`src/rtl/instruction_fetch_mem.sv`:
```
// Clocked instruction memory: valid/ready fetch port, 1-cycle registered read, run-time load port.
// Optional build macro IMEM_PARITY_EN adds a per-word even-parity bit checked on fetch.
module instruction_fetch_mem #(
    parameter int                DATA_W   = 32,
    parameter int                DEPTH    = 128,
    parameter int                ADDR_W   = 32,
    parameter logic [DATA_W-1:0] NOP_WORD = '0
) (
    input  logic              Clk,
    input  logic              Reset,
    input  logic              req_valid,
    output logic              req_ready,
    input  logic [ADDR_W-1:0] req_addr,
    output logic              rsp_valid,
    input  logic              rsp_ready,
    output logic [DATA_W-1:0] rsp_instr,
    output logic              rsp_err,
    input  logic              wr_en,
    input  logic [ADDR_W-1:0] wr_addr,
    input  logic [DATA_W-1:0] wr_data
);

    localparam int IDX_W = $clog2(DEPTH);
`ifdef IMEM_PARITY_EN
    localparam int MEM_W = DATA_W + 1;
`else
    localparam int MEM_W = DATA_W;
`endif

    typedef enum logic {EMPTY, FULL} state_t;

    state_t state, state_nxt;

    // Power-up content is all zeros; reset deliberately leaves it alone.
    logic [MEM_W-1:0] mem [DEPTH] = '{default: '0};

    logic [IDX_W-1:0] rd_idx, wr_idx;
    logic             rd_in_range, wr_in_range;
    logic             accept;
    logic [MEM_W-1:0] rd_word;
    logic [MEM_W-1:0] wr_word;
    logic [DATA_W-1:0] fetch_instr;
    logic              fetch_err;

    assign rd_idx      = req_addr[IDX_W+1:2];
    assign wr_idx      = wr_addr[IDX_W+1:2];
    assign rd_in_range = (req_addr >> (IDX_W + 2)) == '0;
    assign wr_in_range = (wr_addr >> (IDX_W + 2)) == '0;

    assign rsp_valid = (state == FULL);
    assign req_ready = ~rsp_valid | rsp_ready;
    assign accept    = req_valid & req_ready;

    assign rd_word = mem[rd_idx];

`ifdef IMEM_PARITY_EN
    // Even parity: the stored bit makes the XOR of the whole stored word zero.
    assign wr_word = {^wr_data, wr_data};

    always_comb begin
        fetch_instr = rd_word[DATA_W-1:0];
        fetch_err   = 1'b0;
        if (!rd_in_range || (^rd_word)) begin
            fetch_instr = NOP_WORD;
            fetch_err   = 1'b1;
        end
    end
`else
    assign wr_word = wr_data;

    always_comb begin
        fetch_instr = rd_word;
        fetch_err   = 1'b0;
        if (!rd_in_range) begin
            fetch_instr = NOP_WORD;
            fetch_err   = 1'b1;
        end
    end
`endif

    // Load port; the fetch register samples the old word on a same-index collision.
    always_ff @(posedge Clk) begin
        if (wr_en && wr_in_range)
            mem[wr_idx] <= wr_word;
    end

    always_ff @(posedge Clk or negedge Reset) begin
        if (!Reset)
            state <= EMPTY;
        else
            state <= state_nxt;
    end

    always_comb begin
        state_nxt = state;
        case (state)
            EMPTY:   if (accept) state_nxt = FULL;
            FULL:    if (rsp_ready && !accept) state_nxt = EMPTY;
            default: state_nxt = EMPTY;
        endcase
    end

    // Output stage only loads on an accepted request, so it holds while stalled.
    always_ff @(posedge Clk or negedge Reset) begin
        if (!Reset) begin
            rsp_instr <= NOP_WORD;
            rsp_err   <= 1'b0;
        end else if (accept) begin
            rsp_instr <= fetch_instr;
            rsp_err   <= fetch_err;
        end
    end

endmodule

```
`config.mk`:
```
export PLATFORM = sky130hd
export DESIGN_NAME = instruction_fetch_mem
export DESIGN_NICKNAME = d
export VERILOG_FILES = /design/src/rtl/instruction_fetch_mem.sv
export SDC_FILE = /design/constraint.sdc
export NUM_CORES = 2
export LEC_CHECK = 0
export ABC_AREA = 1
export BUFFER_PORTS_ARGS = -buffer_cell sky130_fd_sc_hd__buf_2
export CORE_AREA = 2 2 692 694
export CTS_CLUSTER_DIAMETER = 150
export DETAILED_ROUTE_END_ITERATION = 10
export DIE_AREA = 0 0 694 696
export GPL_TIMING_DRIVEN = 1
export SLEW_MARGIN = 20
export SYNTH_ARGS = -nofsm -noshare
export SYNTH_HDL_FRONTEND = slang
export SYNTH_SLANG_ARGS = --single-unit
export TNS_END_PERCENT = 10
```
`constraint.sdc`:
```
create_clock -name Clk -period 1.8 [get_ports Clk]
set_input_delay 0.36 -clock Clk [delete_from_list [all_inputs] [get_ports Clk]]
set_output_delay 0.36 -clock Clk [all_outputs]
set_load 0.02 [all_outputs]
```
==> run metrics <==
reg2reg start=mem[17][18]; Buffers on Ports=131; Row Count=roughly 250; TritonCTS Buffers=roughly 410; die area=a little under 0.5 mm2; combinational share of power=0.075; vias in the first global route=about 110k; Setup crit start kind=register; CTS clk-pin slew, worst paths=~0.06 ns; final count of hold timing violations=0; Hold WS=approximately 0.10 ns; worst path arrival time=between 1.5 and 2 ns; max frequency=about 480 MHz; Synth Register Bits=slightly above 4000; top fanout value on the critical path=2; PwrDens=1010 mW/mm2; gpl congestion=about 0.92; Internal=156 mW; top-count cell post-synth=nand2_1; Max Used Layer=met5; IR drop worst, VDD=slightly above 0.0007 V; Slew @ Worst Pin=1.21 ns; Seq pwr share=0.518; Reg-to-Reg End=rsp_instr[18]; largest net degree at the start of global routing=92; WL per Instance=roughly 25 um; Avg Cell Area, Syn=approximately 12 um2; starting density of the core=0.348; failing checks=negative setup slack; Commonest cells post-synth=nand2_1, edfxtp_1, nand3_1; CTS max path bufs=4; Post-Synth Simple-Gate Area=0.222; layout cells sized above 1=0.155; largest family of logic cells by synthesized area=simple AND/OR/NAND/NOR gates; Fillers=43300; Final WS setup=-0.291 ns; post-synth top area share=0.742; met2 routed WL=around 240 mm; via count=about 110k; Ports=about 140; htree depth=5; CP Class=reg -> out; met3 wire length=between 50 and 60 mm; GR Overflow Total=0; net count after synthesis=between 10000 and 15000; die width=694 um; clk sinks=~4100; CP endpoint kind=primary output; Most used DFF post-synth=edfxtp_1; Slew headroom=0.191; Synth Area in Adders=0; post-route DRC violation count=0; pre-CTS WS=-1.35 ns; Post-Syn Area=about 0.17 mm2; Clk pwr share=0.407; mux contribution to synthesized area=0; drt via density=around 5.4; TritonCTS clock tree=built; max-slew violations=0; Post-CTS Setup Bufs=0; post-synthesis xor/xnor area fraction=0; global-route wire length before repair=between 700 and 800 mm; RSZ-0062 raised after global routing=yes; wl on met1=roughly 210 mm; Die H=around 700 um; total wire length=roughly 530 mm; post-synthesis instance total=13500; detailed placer's ending HPWL=around 340 mm; reg2reg setup slack=-0.07 ns; Critical Path RT=approximately 1.4 ns; DRT antenna net count=0; final setup vio count=between 40 and 50; Initial DRC Count=around 15000; fin crit share=1.16; Pre-antenna DRT Iters=6; EDFF count, synth=4096; post-synth top area cell=edfxtp_1; Worst-Skew Late Latency=between 1 and 1.5 ns; Synth async-reset ratio=0.00823; path depth of the worst reg2reg path=12; Sw Share=0.233; GRT Util Overall=0.215; Net Switching=47.6 mW; outcome=finished with violations; Max Cap Viol=0; Synth-to-Final Area Change=21.3%; Hold Crit Class=in -> async; antenna violations before repair=37; register area share after synthesis=0.747; Fin Clk Skew=0.0677 ns; synth unique cells=21; Synth area leaders=edfxtp_1, nand3_1, nand2_1; complex-gate fraction of the synthesized area=0.0000302; Root Driver=clkbuf_16; core area=~0.48 mm2; Tmin final=2.09 ns; Synthesis Warnings=0; fin nets=14600; P_leak=a little over 70 nW
worst max-delay path by stage:
stage	endpoint	slack, ns	cells past startpoint	startpoint
after global routing	rsp_instr[9]	-0.34	2	rsp_instr[9]
after floorplan	mem[97][0]	-0.84	5	wr_addr[18]
after CTS	rsp_instr[9]	-0.34	2	rsp_instr[9]
after detailed placement	rsp_instr[31]	-1.35	16	req_addr[2]
after global placement	rsp_instr[31]	-1.36	16	req_addr[2]
final	rsp_instr[9]	-0.29	2	rsp_instr[9]
stage by stage:
stage / std cells / TNS (ns) / power [mW] / area (um2) / util
3_3_place_gp: 20300 / -2830.35 / 122 / 187000 / 0.392
5_1_grt: 21100 / -9.70 / 209 / 201000 / 0.422
4_1_cts: 21100 / -8.97 / 204 / 201000 / 0.421
2_1_floorplan: 13500 / -3226.03 / 114 / 166000 / -
6_report: 21100 / -7.49 / 204 / 201000 / 0.422
3_5_place_dp: 20300 / -2975.73 / 122 / 187000 / 0.392
cells in the final DEF, fill, tap and decap left out, drive strengths merged, types with 3 or more instances in the layout:
cell type,Yosys,routed
buf,789,1431
bufinv,0,26
clkbuf,125,510
clkinv,0,187
clkinvlp,0,10
dfrtp,34,34
diode,0,5
dlygate4sd3,0,49
edfxtp,4096,4096
inv,18,35
nand2,4311,4311
nand3,4008,4008
nor2,135,135
nor3,3,3
nor4,11,11
critical path: stages, from the launching register on:
cell	delay [ns]
dfrtp_1	0.40
buf_12	0.17
buf_6	0.14
layer usage:
| metal | track usage | vias to the layer above |
|---|---|---|
| met5 | 0 | - |
| met4 | 0.0919 | 16 |
| met3 | 0.0444 | 954 |
| met2 | 0.330 | 5793 |
| met1 | 0.297 | 56500 |
| li1 | - | 50500 |
power by group through the flow:
stage | clock network [mW] | registers, mW | logic (mW)
after CTS | 83.7 | 106 | 14.9
after global routing | 87.4 | 106 | 16.1
after floorplan | 0 | 108 | 6.33
after detailed placement | 0 | 108 | 14.6
final | 82.9 | 106 | 15.2
after global placement | 0 | 108 | 14.6
cell type report:
cell class	count	area, um2	area share
multi-input combinational	8472	38800	0.193
clock buffer	509	10700	0.0530
timing repair buffer	1483	17700	0.0882
clock inverter	240	2050	0.0102
tap	6272	7850	0.0390
sequential	4130	124000	0.616
inverter	18	130	0.000647
antenna	5	12.5	0.0000622
sequential cells by signal, indices dropped and copies added, names as in the netlist:
name / cells
mem: 4096
rsp_err: 1
rsp_instr: 32
rsp_valid: 1
kinds of logic (layout without fill, tap and decap cells):
kind of cell           Yosys count  count (layout)
AND/OR/NAND/NOR               8471            8471
flip-flops                    4130            4130
buffers and inverters          932            2250
AO/OA/AOI/OAI                    1               1
other                            0               5
what timing repair did:
item,CTS,global route
cloned,0,0
pin swaps,4,8
endpoints found under the hold margin,2025,0
hold buffers,51,0
resized for setup,185,117
endpoints found under the setup margin,65,68
Note: power is estimated with default switching activity, not from simulation.
